`src/rtl/ascii_cmd_to_adxl362_regs_if.sv`:
```
// Byte-stream input, register-command output and status signals of the ASCII
// command parser. The parser uses the slave modport and its peer uses master.
interface ascii_cmd_to_adxl362_regs_if;
    logic       i_rx_valid;
    logic [7:0] i_rx_data;
    logic       o_rx_ready;
    logic       o_cmd_valid;
    logic       i_cmd_ready;
    logic       o_cmd_write;
    logic [7:0] o_cmd_addr;
    logic [7:0] o_cmd_data;
    logic       o_err_pulse;
    logic [1:0] o_err_code;
    logic       o_busy;

    modport slave (
        input  i_rx_valid, i_rx_data, i_cmd_ready,
        output o_rx_ready, o_cmd_valid, o_cmd_write, o_cmd_addr, o_cmd_data,
        output o_err_pulse, o_err_code, o_busy
    );

    modport master (
        output i_rx_valid, i_rx_data, i_cmd_ready,
        input  o_rx_ready, o_cmd_valid, o_cmd_write, o_cmd_addr, o_cmd_data,
        input  o_err_pulse, o_err_code, o_busy
    );
endinterface

```
`src/rtl/ascii_cmd_to_adxl362_regs.sv`:
```
// Parses "Waadd<CR>" / "Raa<CR>" ASCII lines into ADXL362 register read/write
// commands, with error reporting and an inactivity timeout for partial lines.
module ascii_cmd_to_adxl362_regs #(
    parameter int unsigned p_idle_timeout_cycles = 20000000
) (
    input logic                        i_clk_20mhz,
    input logic                        i_rst_20mhz,
    ascii_cmd_to_adxl362_regs_if.slave bus
);

    localparam int unsigned cnt_w =
        (p_idle_timeout_cycles > 1) ? $clog2(p_idle_timeout_cycles) : 1;
    localparam logic [cnt_w-1:0] cnt_max = cnt_w'(p_idle_timeout_cycles - 1);

    localparam logic [7:0] ch_cr   = 8'h0D;
    localparam logic [7:0] ch_lf   = 8'h0A;
    localparam logic [7:0] ch_w_up = 8'h57;
    localparam logic [7:0] ch_w_lo = 8'h77;
    localparam logic [7:0] ch_r_up = 8'h52;
    localparam logic [7:0] ch_r_lo = 8'h72;

    typedef enum logic [2:0] {
        StIdle,
        StAddrHi,
        StAddrLo,
        StDataHi,
        StDataLo,
        StWaitCr,
        StIssue,
        StDiscard
    } state_e;

    state_e           state_q, state_d;
    logic             write_q, write_d;
    logic [7:0]       addr_q, addr_d;
    logic [7:0]       data_q, data_d;
    logic             err_pulse_q, err_pulse_d;
    logic [1:0]       err_code_q, err_code_d;
    logic [cnt_w-1:0] cnt_q, cnt_d;

    logic       consume;
    logic       timeout;
    logic       is_cr;
    logic       is_hex;
    logic [3:0] nibble;

    assign consume = bus.i_rx_valid && bus.o_rx_ready;
    assign timeout = (cnt_q == cnt_max);
    assign is_cr   = (bus.i_rx_data == ch_cr);

    // Letters carry their value in the low nibble offset by 9 ('A' = 0x41, 'a' = 0x61).
    always_comb begin
        is_hex = 1'b1;
        nibble = 4'h0;
        if (bus.i_rx_data >= 8'h30 && bus.i_rx_data <= 8'h39) begin
            nibble = bus.i_rx_data[3:0];
        end else if ((bus.i_rx_data >= 8'h41 && bus.i_rx_data <= 8'h46) ||
                     (bus.i_rx_data >= 8'h61 && bus.i_rx_data <= 8'h66)) begin
            nibble = bus.i_rx_data[3:0] + 4'd9;
        end else begin
            is_hex = 1'b0;
        end
    end

    always_comb begin
        state_d     = state_q;
        write_d     = write_q;
        addr_d      = addr_q;
        data_d      = data_q;
        err_pulse_d = 1'b0;
        err_code_d  = err_code_q;
        cnt_d       = cnt_q + 1'b1;

        unique case (state_q)
            StIdle: begin
                if (consume) begin
                    if (bus.i_rx_data == ch_w_up || bus.i_rx_data == ch_w_lo) begin
                        write_d = 1'b1;
                        state_d = StAddrHi;
                    end else if (bus.i_rx_data == ch_r_up || bus.i_rx_data == ch_r_lo) begin
                        write_d = 1'b0;
                        state_d = StAddrHi;
                    end else if (!is_cr && bus.i_rx_data != ch_lf) begin
                        err_pulse_d = 1'b1;
                        err_code_d  = 2'd1;
                        state_d     = StDiscard;
                    end
                end
            end
            StAddrHi, StAddrLo, StDataHi, StDataLo: begin
                if (consume) begin
                    if (is_cr) begin
                        err_pulse_d = 1'b1;
                        err_code_d  = 2'd1;
                        state_d     = StIdle;
                    end else if (!is_hex) begin
                        err_pulse_d = 1'b1;
                        err_code_d  = 2'd1;
                        state_d     = StDiscard;
                    end else begin
                        unique case (state_q)
                            StAddrHi: begin
                                addr_d  = {addr_q[3:0], nibble};
                                state_d = StAddrLo;
                            end
                            StAddrLo: begin
                                addr_d  = {addr_q[3:0], nibble};
                                state_d = write_q ? StDataHi : StWaitCr;
                            end
                            StDataHi: begin
                                data_d  = {data_q[3:0], nibble};
                                state_d = StDataLo;
                            end
                            default: begin
                                data_d  = {data_q[3:0], nibble};
                                state_d = StWaitCr;
                            end
                        endcase
                    end
                end else if (timeout) begin
                    err_pulse_d = 1'b1;
                    err_code_d  = 2'd3;
                    state_d     = StIdle;
                end
            end
            StWaitCr: begin
                if (consume) begin
                    if (is_cr) begin
                        state_d = StIssue;
                    end else begin
                        err_pulse_d = 1'b1;
                        err_code_d  = 2'd2;
                        state_d     = StDiscard;
                    end
                end else if (timeout) begin
                    err_pulse_d = 1'b1;
                    err_code_d  = 2'd3;
                    state_d     = StIdle;
                end
            end
            StIssue: begin
                if (bus.i_cmd_ready) begin
                    state_d = StIdle;
                end
            end
            StDiscard: begin
                if ((consume && is_cr) || (!consume && timeout)) begin
                    state_d = StIdle;
                end
            end
            default: begin
                state_d = StIdle;
            end
        endcase

        // A consumed byte always wins over a timeout reached on the same cycle.
        if (consume || timeout || state_q == StIdle || state_q == StIssue) begin
            cnt_d = '0;
        end
    end

    always_ff @(posedge i_clk_20mhz or posedge i_rst_20mhz) begin
        if (i_rst_20mhz) begin
            state_q     <= StIdle;
            write_q     <= 1'b0;
            addr_q      <= 8'h00;
            data_q      <= 8'h00;
            err_pulse_q <= 1'b0;
            err_code_q  <= 2'd0;
            cnt_q       <= '0;
        end else begin
            state_q     <= state_d;
            write_q     <= write_d;
            addr_q      <= addr_d;
            data_q      <= data_d;
            err_pulse_q <= err_pulse_d;
            err_code_q  <= err_code_d;
            cnt_q       <= cnt_d;
        end
    end

    assign bus.o_cmd_valid = (state_q == StIssue);
    assign bus.o_cmd_write = write_q;
    assign bus.o_cmd_addr  = addr_q;
    assign bus.o_cmd_data  = write_q ? data_q : 8'h00;
    assign bus.o_err_pulse = err_pulse_q;
    assign bus.o_err_code  = err_code_q;
    assign bus.o_busy      = (state_q != StIdle);
    assign bus.o_rx_ready  = (state_q != StIssue);

endmodule
```
`src/flat_wrapper.sv`:
```
// flat-port wrapper written by rule: the top's interface ports become plain ports
module ascii_cmd_to_adxl362_regs_flat 
#(
    parameter int unsigned p_idle_timeout_cycles = 20000000
)
  (i_clk_20mhz, i_rst_20mhz, bus_i_rx_valid, bus_i_rx_data, bus_i_cmd_ready, bus_o_rx_ready, bus_o_cmd_valid, bus_o_cmd_write, bus_o_cmd_addr, bus_o_cmd_data, bus_o_err_pulse, bus_o_err_code, bus_o_busy);
  ascii_cmd_to_adxl362_regs_if bus_i ();
  input logic i_clk_20mhz;
  input logic i_rst_20mhz;
  input wire logic [$bits(bus_i.i_rx_valid)-1:0] bus_i_rx_valid;
  input wire logic [$bits(bus_i.i_rx_data)-1:0] bus_i_rx_data;
  input wire logic [$bits(bus_i.i_cmd_ready)-1:0] bus_i_cmd_ready;
  output wire logic [$bits(bus_i.o_rx_ready)-1:0] bus_o_rx_ready;
  output wire logic [$bits(bus_i.o_cmd_valid)-1:0] bus_o_cmd_valid;
  output wire logic [$bits(bus_i.o_cmd_write)-1:0] bus_o_cmd_write;
  output wire logic [$bits(bus_i.o_cmd_addr)-1:0] bus_o_cmd_addr;
  output wire logic [$bits(bus_i.o_cmd_data)-1:0] bus_o_cmd_data;
  output wire logic [$bits(bus_i.o_err_pulse)-1:0] bus_o_err_pulse;
  output wire logic [$bits(bus_i.o_err_code)-1:0] bus_o_err_code;
  output wire logic [$bits(bus_i.o_busy)-1:0] bus_o_busy;
  assign bus_i.i_rx_valid = bus_i_rx_valid;
  assign bus_i.i_rx_data = bus_i_rx_data;
  assign bus_i.i_cmd_ready = bus_i_cmd_ready;
  assign bus_o_rx_ready = bus_i.o_rx_ready;
  assign bus_o_cmd_valid = bus_i.o_cmd_valid;
  assign bus_o_cmd_write = bus_i.o_cmd_write;
  assign bus_o_cmd_addr = bus_i.o_cmd_addr;
  assign bus_o_cmd_data = bus_i.o_cmd_data;
  assign bus_o_err_pulse = bus_i.o_err_pulse;
  assign bus_o_err_code = bus_i.o_err_code;
  assign bus_o_busy = bus_i.o_busy;
  ascii_cmd_to_adxl362_regs #(.p_idle_timeout_cycles(p_idle_timeout_cycles)) u_core (.i_clk_20mhz(i_clk_20mhz), .i_rst_20mhz(i_rst_20mhz), .bus(bus_i));
endmodule
```
`config.mk`:
```
export PLATFORM = sky130hd
export DESIGN_NAME = ascii_cmd_to_adxl362_regs_flat
export DESIGN_NICKNAME = d
export VERILOG_FILES = /design/src/rtl/ascii_cmd_to_adxl362_regs_if.sv /design/src/rtl/ascii_cmd_to_adxl362_regs.sv /design/src/flat_wrapper.sv
export SDC_FILE = /design/constraint.sdc
export NUM_CORES = 1
export LEC_CHECK = 0
export CORE_MARGIN = 2
export CORE_UTILIZATION = 26
export DETAILED_ROUTE_END_ITERATION = 10
export HOLD_SLACK_MARGIN = 0.05
export SKIP_LAST_GASP = 1
export SLEW_MARGIN = 40
export SYNTH_ARGS = -nofsm -noshare
export SYNTH_HDL_FRONTEND = slang
export SYNTH_SLANG_ARGS = --single-unit
export TNS_END_PERCENT = 30
```
`constraint.sdc`:
```
create_clock -name i_clk_20mhz -period 3.3 [get_ports i_clk_20mhz]
set_clock_uncertainty 0.05 [all_clocks]
set_input_delay 0.495 -clock i_clk_20mhz [delete_from_list [all_inputs] [get_ports i_clk_20mhz]]
set_output_delay 0.495 -clock i_clk_20mhz [all_outputs]
set_load 0.05 [all_outputs]
```
==> out/qor.yml, run 1 <==
layout:
  num_antenna_cells: 0
  multi_input_area_sq_mm: 0.00148
  regArea_sq_mm: 0.00120
  syn_to_final_growth_pct: 21.4
  final_nets: 333
  drive_gt1_share_pct: 11.4
  nFillCells: 1049
  final_cell_area_sq_mm: 0.00334
setup_path:
  path_max_fanout: 19
  crit_chain: "or3_1 > clkdlybuf4s50_1"
  arrival_ns: 2.17
  endpoint_kind: "primary output"
  crit_type: "register to primary output"
  cp_slowest_cell: "clkdlybuf4s50_1"
  cp-start-kind: "register"
  cp.required_ns: 2.75
  slowest_delay_ns: 0.86
power:
  combPwrFrac_pct: 35.0
  irDropWorstVdd_mv: 0.353
  sw_frac_of_total_pct: 38.2
  power_density_mw_per_mm2: 540
  switching_power_uw: 689
  p_int_mw: 1.12
  p_seq_share_pct: 41.6
  clkPwrFrac_pct: 23.4
  p_leak_nw: 1.38
sta:
  tns_ns: 0
  worstMarginPinSlew_ns: 0.584
  finalCritPeriodShare_pct: 82.2
  max_slew_margin_pct: 61.1
  finalCriticalPeriod_ns: 2.71
  rsz0062_at_grt: "no"
  max_freq_ghz: 0.369
  timing_hold_violations_final: 0
  setup_viol: 0
  setup_ws_ns: 0.588
  slew_viol_final: 0
clock_tree:
  insertion_delay_ns: 0.30
  clkTransAtPathRegs_ns: 0.09
  cts_buffer_depth: 2
  cts_inserted_buffers: 5
  h-tree-depth: 2
  ctsHoldBuffers: 0
  root_buffer: "clkbuf_8"
  post-cts-setup-buffers: 0
  cts.sinks: 48
  cts_tree: "yes"
  cts_resized: 0
route:
  first_pass_iters: 6
  antenna_left: 0
  vias: 2176
  wl_per_cell_microns: 12.8
  drtIter0Drc: 86
  vias_per_cell: 4.80
  drc: 0
  routed_wl_mm: 5.80
synthesis:
  syn_area_sq_mm: 0.00275
  ys_warn_count: 0
  synthFlopType: "dfrtp_1"
  synth-edff-count: 0
  syn_area_per_cell_sq_um: 9.73
  async_flop_share_pct: 100
  syn_inst: 283
  syn-num-nets: 300
  seq_area_frac_synth_pct: 43.6
  yosysUniqueCellTypes: 51
  synth-seq-cells: 48
placement:
  numPortBuffers: 34
  dp_hpwl_mm: 4.21
  gp_congestion: 0.799
  placed_area_sq_mm: 0.00323
  preCtsSetupSlack_ns: 0.330
worst_hold_path:
  min_path_type: "register to register"
global_routing:
  grt_use_total_pct: 11.0
  grt_pass1_wl_mm: 10.1
  grt_max_degree: 49
  grt_pass1_vias: 2169
  grt_overflow: 0
  antenna_found_initial: 0
die:
  fp.dieH_microns: 107
  die_w_microns: 107
  start_util_pct: 26.7
  core_area_sq_mm: 0.0103
  dieArea_sq_mm: 0.0114
  fp-row-count: 37
  io_pins: 35
status:
  status: "complete, no violations"
job:
  drv_cap: 0
==> critical path: cells and delay by family (launching register included) <==
family | cells | cell delay [ns]
buffers and inverters | 1 | 0.86
DFF | 1 | 0.68
and+or+nand+nor | 1 | 0.33
==> power by group through the flow <==
stage               Clock, mW  Sequential (mW)  Combinational (mW)
finish                  0.422            0.751               0.633
detailed placement          0            0.761               0.633
floorplan                   0            0.760               0.465
global placement            0            0.759               0.622
global route            0.463            0.765               0.688
CTS                     0.436            0.749               0.638
==> final timing paths <==
path / start / endpoint / slack (ns) / cells after the start
min in group asynchronous: i_rst_20mhz / u_core.cnt_q[2] / 0.56 / 2
min: u_core.cnt_q[0] / u_core.cnt_q[0] / 0.44 / 1
min reg2reg: u_core.cnt_q[0] / u_core.cnt_q[0] / 0.44 / 1
max in group asynchronous: i_rst_20mhz / u_core.cnt_q[21] / 2.24 / 2
max reg2reg: u_core.state_q[1] / u_core.bus.o_err_code[0] / 1.05 / 5
max: u_core.state_q[2] / bus_o_busy / 0.59 / 2
==> metrics by stage <==
| stage | instances | power, mW | util (%) | hold slack (ns) |
|---|---|---|---|---|
| 6_report | 453 | 1.81 | 32.4 | 0.439 |
| 5_1_grt | 453 | 1.92 | 32.4 | 0.477 |
| 4_1_cts | 453 | 1.82 | 32.4 | 0.443 |
| 3_5_place_dp | 445 | 1.39 | 31.3 | 0.431 |
| 3_3_place_gp | 445 | 1.38 | 31.3 | 0.417 |
| 2_1_floorplan | 283 | 1.23 | - | 0.398 |
==> cell families (layout without fill, tap and decap cells) <==
| kind of cell | Yosys count | after routing | share of synthesized area, % |
|---|---|---|---|
| AOI/OAI and AO/OA | 42 | 42 | 11.6 |
| xor gates and xnor gates | 21 | 21 | 6.68 |
| adders and majority gates | 5 | 5 | 2.27 |
| buffers and inverters | 17 | 51 | 2.77 |
| DFF | 48 | 48 | 43.6 |
| muxes | 19 | 19 | 7.86 |
| and+or+nand+nor | 131 | 131 | 25.2 |
==> cells in the final DEF (no fill, tap or decap), drive strengths merged, types with 7 or more instances in the layout <==
cell type | synthesis | routed
dfrtp | 48 | 48
nor2 | 37 | 37
clkdlybuf4s50 | 0 | 34
nand2 | 23 | 23
mux2 | 18 | 18
nand3 | 15 | 15
o21ai | 11 | 11
xor2 | 11 | 11
a21oi | 11 | 11
and2 | 10 | 10
xnor2 | 10 | 10
nor3 | 8 | 8
inv | 7 | 7
==> sequential cells by signal (all words and copies together), names as in the netlist <==
name,flops
u_core.bus.o_cmd_addr,8
u_core.bus.o_err_code,2
u_core.bus.o_cmd_write,1
u_core.bus.o_err_pulse,1
u_core.cnt_q,25
u_core.state_q,3
u_core.data_q,8
==> synth_stat cells (5+ instances only) <==
library cell	count	area share, %
inv_1	7	0.95
and3_1	5	1.1
nor3_1	8	1.5
o21ai_0	11	2.0
and2_1	10	2.3
xnor2_1	10	3.2
nand4_1	6	1.4
nand3_1	14	2.5
xor2_1	11	3.5
nand2_1	23	3.1
nor2_1	37	5.0
dfrtp_1	48	44
a21oi_1	10	1.8
mux2_2	17	7.0
ha_1	5	2.3
==> metal layers <==
metal / share of wire (%) / up-vias / global-route usage (%)
li1: - / 1065 / -
met1: 47 / 1062 / 14.3
met2: 48 / 44 / 18.2
met3: 4.2 / 5 / 2.31
met4: 1.1 / 0 / 3.62
met5: 0 / - / 0
==> layout make-up <==
type,count,area share [%]
well taps,136,5.09
flip-flops and latches,48,35.9
clock buffers,5,2.06
clock inverters,3,1.27
inverters,7,0.861
multi-input cells,218,44.2
repair buffers,36,10.6
(Power assumes the default switching activity.)
==> inputs of run 2 (changes only) <==
==> constraint.sdc (replaced) <==
create_clock -name i_clk_20mhz -period 2.38 [get_ports i_clk_20mhz]
set_clock_uncertainty 0.05 [all_clocks]
set_input_delay 0.357 -clock i_clk_20mhz [delete_from_list [all_inputs] [get_ports i_clk_20mhz]]
set_output_delay 0.357 -clock i_clk_20mhz [all_outputs]
set_load 0.05 [all_outputs]
==> run 2 against run 1 <==
Compared with the run above:
- global-route usage grew 0.41 points
- die area is the same
- sequential power increased by 26%
- sequential share of layout area down 1.8 points
- clock-buffer cell count unchanged
- worst hold slack worse by 0.13 ns
- routed wire length rose by 4.7%
- power is 45% higher
- critical path type unchanged
- non-clock buffer count grew 22
- critical path depth did not move
==> out/qor.yml, run 2 (synthesis results as in run 1) <==
layout:
  drive_gt1_share_pct: 17.7  # +6.3 points
  num_antenna_cells: 0  # unchanged
  final_nets: 355  # +6.6%
  largest-register: "u_core.cnt_q"
  finish.utilization_pct: 34.1  # +1.7 points
  layout_commonest_cell: "dfrtp_1"
  syn_to_final_growth_pct: 27.9
  largest_register_ffs: 25  # unchanged
  finalNonFillerCells: 475  # +4.9%
  final_cell_mix: "dfrtp_1 (48), nor2_1 (37), clkdlybuf4s50_1 (33)"
die:
  io_pins: 35  # unchanged
  fp.dieH_microns: 107  # unchanged
  dieArea_sq_mm: 0.0114  # unchanged
  core_area_sq_mm: 0.0103  # unchanged
  fp-row-count: 37  # unchanged
  die_w_microns: 107  # unchanged
  start_util_pct: 26.7  # unchanged
placement:
  preCtsSetupSlack_ns: -0.268  # -0.598 ns
  dp_hpwl_mm: 4.49  # +6.6%
  dp_cells: 467  # +4.9%
  gp_congestion: 0.858  # +7.4%
  numPortBuffers: 34  # unchanged
route:
  first_pass_iters: 4  # -2
  vias_per_cell: 4.69  # -2.4%
  routed_wl_mm: 6.08  # +4.7%
  vias: 2226  # +2.3%
  antenna_left: 0  # unchanged
  wl_per_cell_microns: 12.8  # -0.11%
  drtIter0Drc: 102  # +19%
  drc: 0  # unchanged
clock_tree:
  cts_tree: "yes"
  post-cts-setup-buffers: 0  # unchanged
  insertion_delay_ns: 0.31  # about the same
  root_buffer: "clkbuf_8"
  clkTransAtPathRegs_ns: 0.09  # about the same
  ctsHoldBuffers: 0  # unchanged
  cts_inserted_buffers: 5  # unchanged
  h-tree-depth: 2  # unchanged
  cts_buffer_depth: 2  # unchanged
  cts.sinks: 48  # unchanged
global_routing:
  grt_use_total_pct: 11.4  # +0.41 points
  grt_overflow: 0  # unchanged
  antenna_found_initial: 0  # unchanged
  grt_pass1_vias: 2247  # +3.6%
  grt_max_degree: 26  # -47%
  grt_pass1_wl_mm: 10.5  # +3.9%
setup_path:
  crit_chain: "or3_1 > clkdlybuf4s50_1"
  crit_type: "register to primary output"
  reg2reg_from: "u_core.cnt_q[0]"
  cp_slowest_cell: "clkdlybuf4s50_1"
  crit_start: "u_core.state_q[0]"
  cp_top_family: "buffers and inverters"
  endpoint_kind: "primary output"
  slowest_delay_ns: 0.75  # -0.11 ns
  path_max_fanout: 8  # -11
  critPathBufInv: 1  # unchanged
  cp.required_ns: 1.97  # -0.78 ns
  cp-start-kind: "register"
  arrival_ns: 1.94  # -0.23 ns
sta:
  setup_viol: 0  # unchanged
  timing_hold_violations_final: 0  # unchanged
  rsz0062_at_grt: "yes"
  finalCritPeriodShare_pct: 98.8
  max_slew_margin_pct: 66.0  # +4.9 points
  finalCriticalPeriod_ns: 2.35
  setup_ws_ns: 0.0291  # -0.559 ns
  worstMarginPinSlew_ns: 0.509  # -0.0751 ns
  slew_viol_final: 0  # unchanged
  max_freq_ghz: 0.425
power:
  power_density_mw_per_mm2: 741  # +37%
  p_leak_nw: 1.50  # +8.3%
  irDropWorstVdd_mv: 0.441  # +25%
worst_hold_path:
  min_path_type: "input pin to asynchronous set/reset pin"
status:
  status: "complete, no violations"
job:
  drv_cap: 0  # unchanged
run 2: cell count changes in the layout (fill, tap and decap cells not counted):
| cell | before | now |
|---|---|---|
| buf_12 | 0 | 1 |
| buf_4 | 2 | 24 |
| clkdlybuf4s50_1 | 34 | 33 |
| clkinv_2 | 1 | 0 |
| inv_2 | 0 | 1 |
| inv_4 | 1 | 0 |
| inv_6 | 0 | 1 |
| o21bai_1 | 2 | 1 |
| o21bai_2 | 0 | 1 |
run 2: path summary, 6_finish.rpt:
| kind | slack, ns | to | cells after the start |
|---|---|---|---|
| setup / recovery | 0.03 | bus_o_busy | 2 |
| hold / removal | 0.30 | u_core.cnt_q[13] | 2 |
| setup reg to reg | 0.31 | u_core.cnt_q[24] | 7 |
| hold reg to reg | 0.42 | u_core.cnt_q[0] | 1 |
| max in group asynchronous | 1.42 | u_core.bus.o_cmd_addr[6] | 3 |
| min in group i_clk_20mhz | 0.42 | u_core.cnt_q[0] | 1 |
run 2: layout make-up:
cell class | count | area, sq um
Timing Repair Buffer | 58 | 531
Clock inverter | 3 | 46.3
Multi-Input combinational cell | 218 | 1480
Tap cell | 136 | 170
Fill cell | 1061 | 6800
Sequential cell | 48 | 1200
Inverter | 7 | 26.3
Clock buffer | 5 | 68.8
run 2: power by group:
part	internal (mW)	switching (mW)
Sequential	0.897	0.0465
Combinational	0.417	0.650
Clock	0.316	0.285
run 2: per-stage QoR:
step	power, mW	hold WS (ns)	area, sq um	TNS (ns)
finish	2.61	0.304	3520	0
global placement	2.01	0.418	3400	-2.56
global route	2.79	0.340	3520	-0.127
floorplan	1.70	0.398	2750	0
CTS	2.65	0.327	3520	0
detailed placement	2.04	0.420	3400	-3.18
run 2: per-layer routing:
metal | vias up | share of wire [%] | global-route usage [%]
li1 | 1104 | - | -
met1 | 1066 | 46 | 14.8
met2 | 50 | 48 | 18.7
met3 | 6 | 5.0 | 2.61
met4 | 0 | 1.3 | 3.62
met5 | - | 0 | 0
run 2: timing repair:
action	4_1_cts	5_1_grt
endpoints found under the hold margin	0	0
resized for setup	0	1
endpoints found under the setup margin	0	6
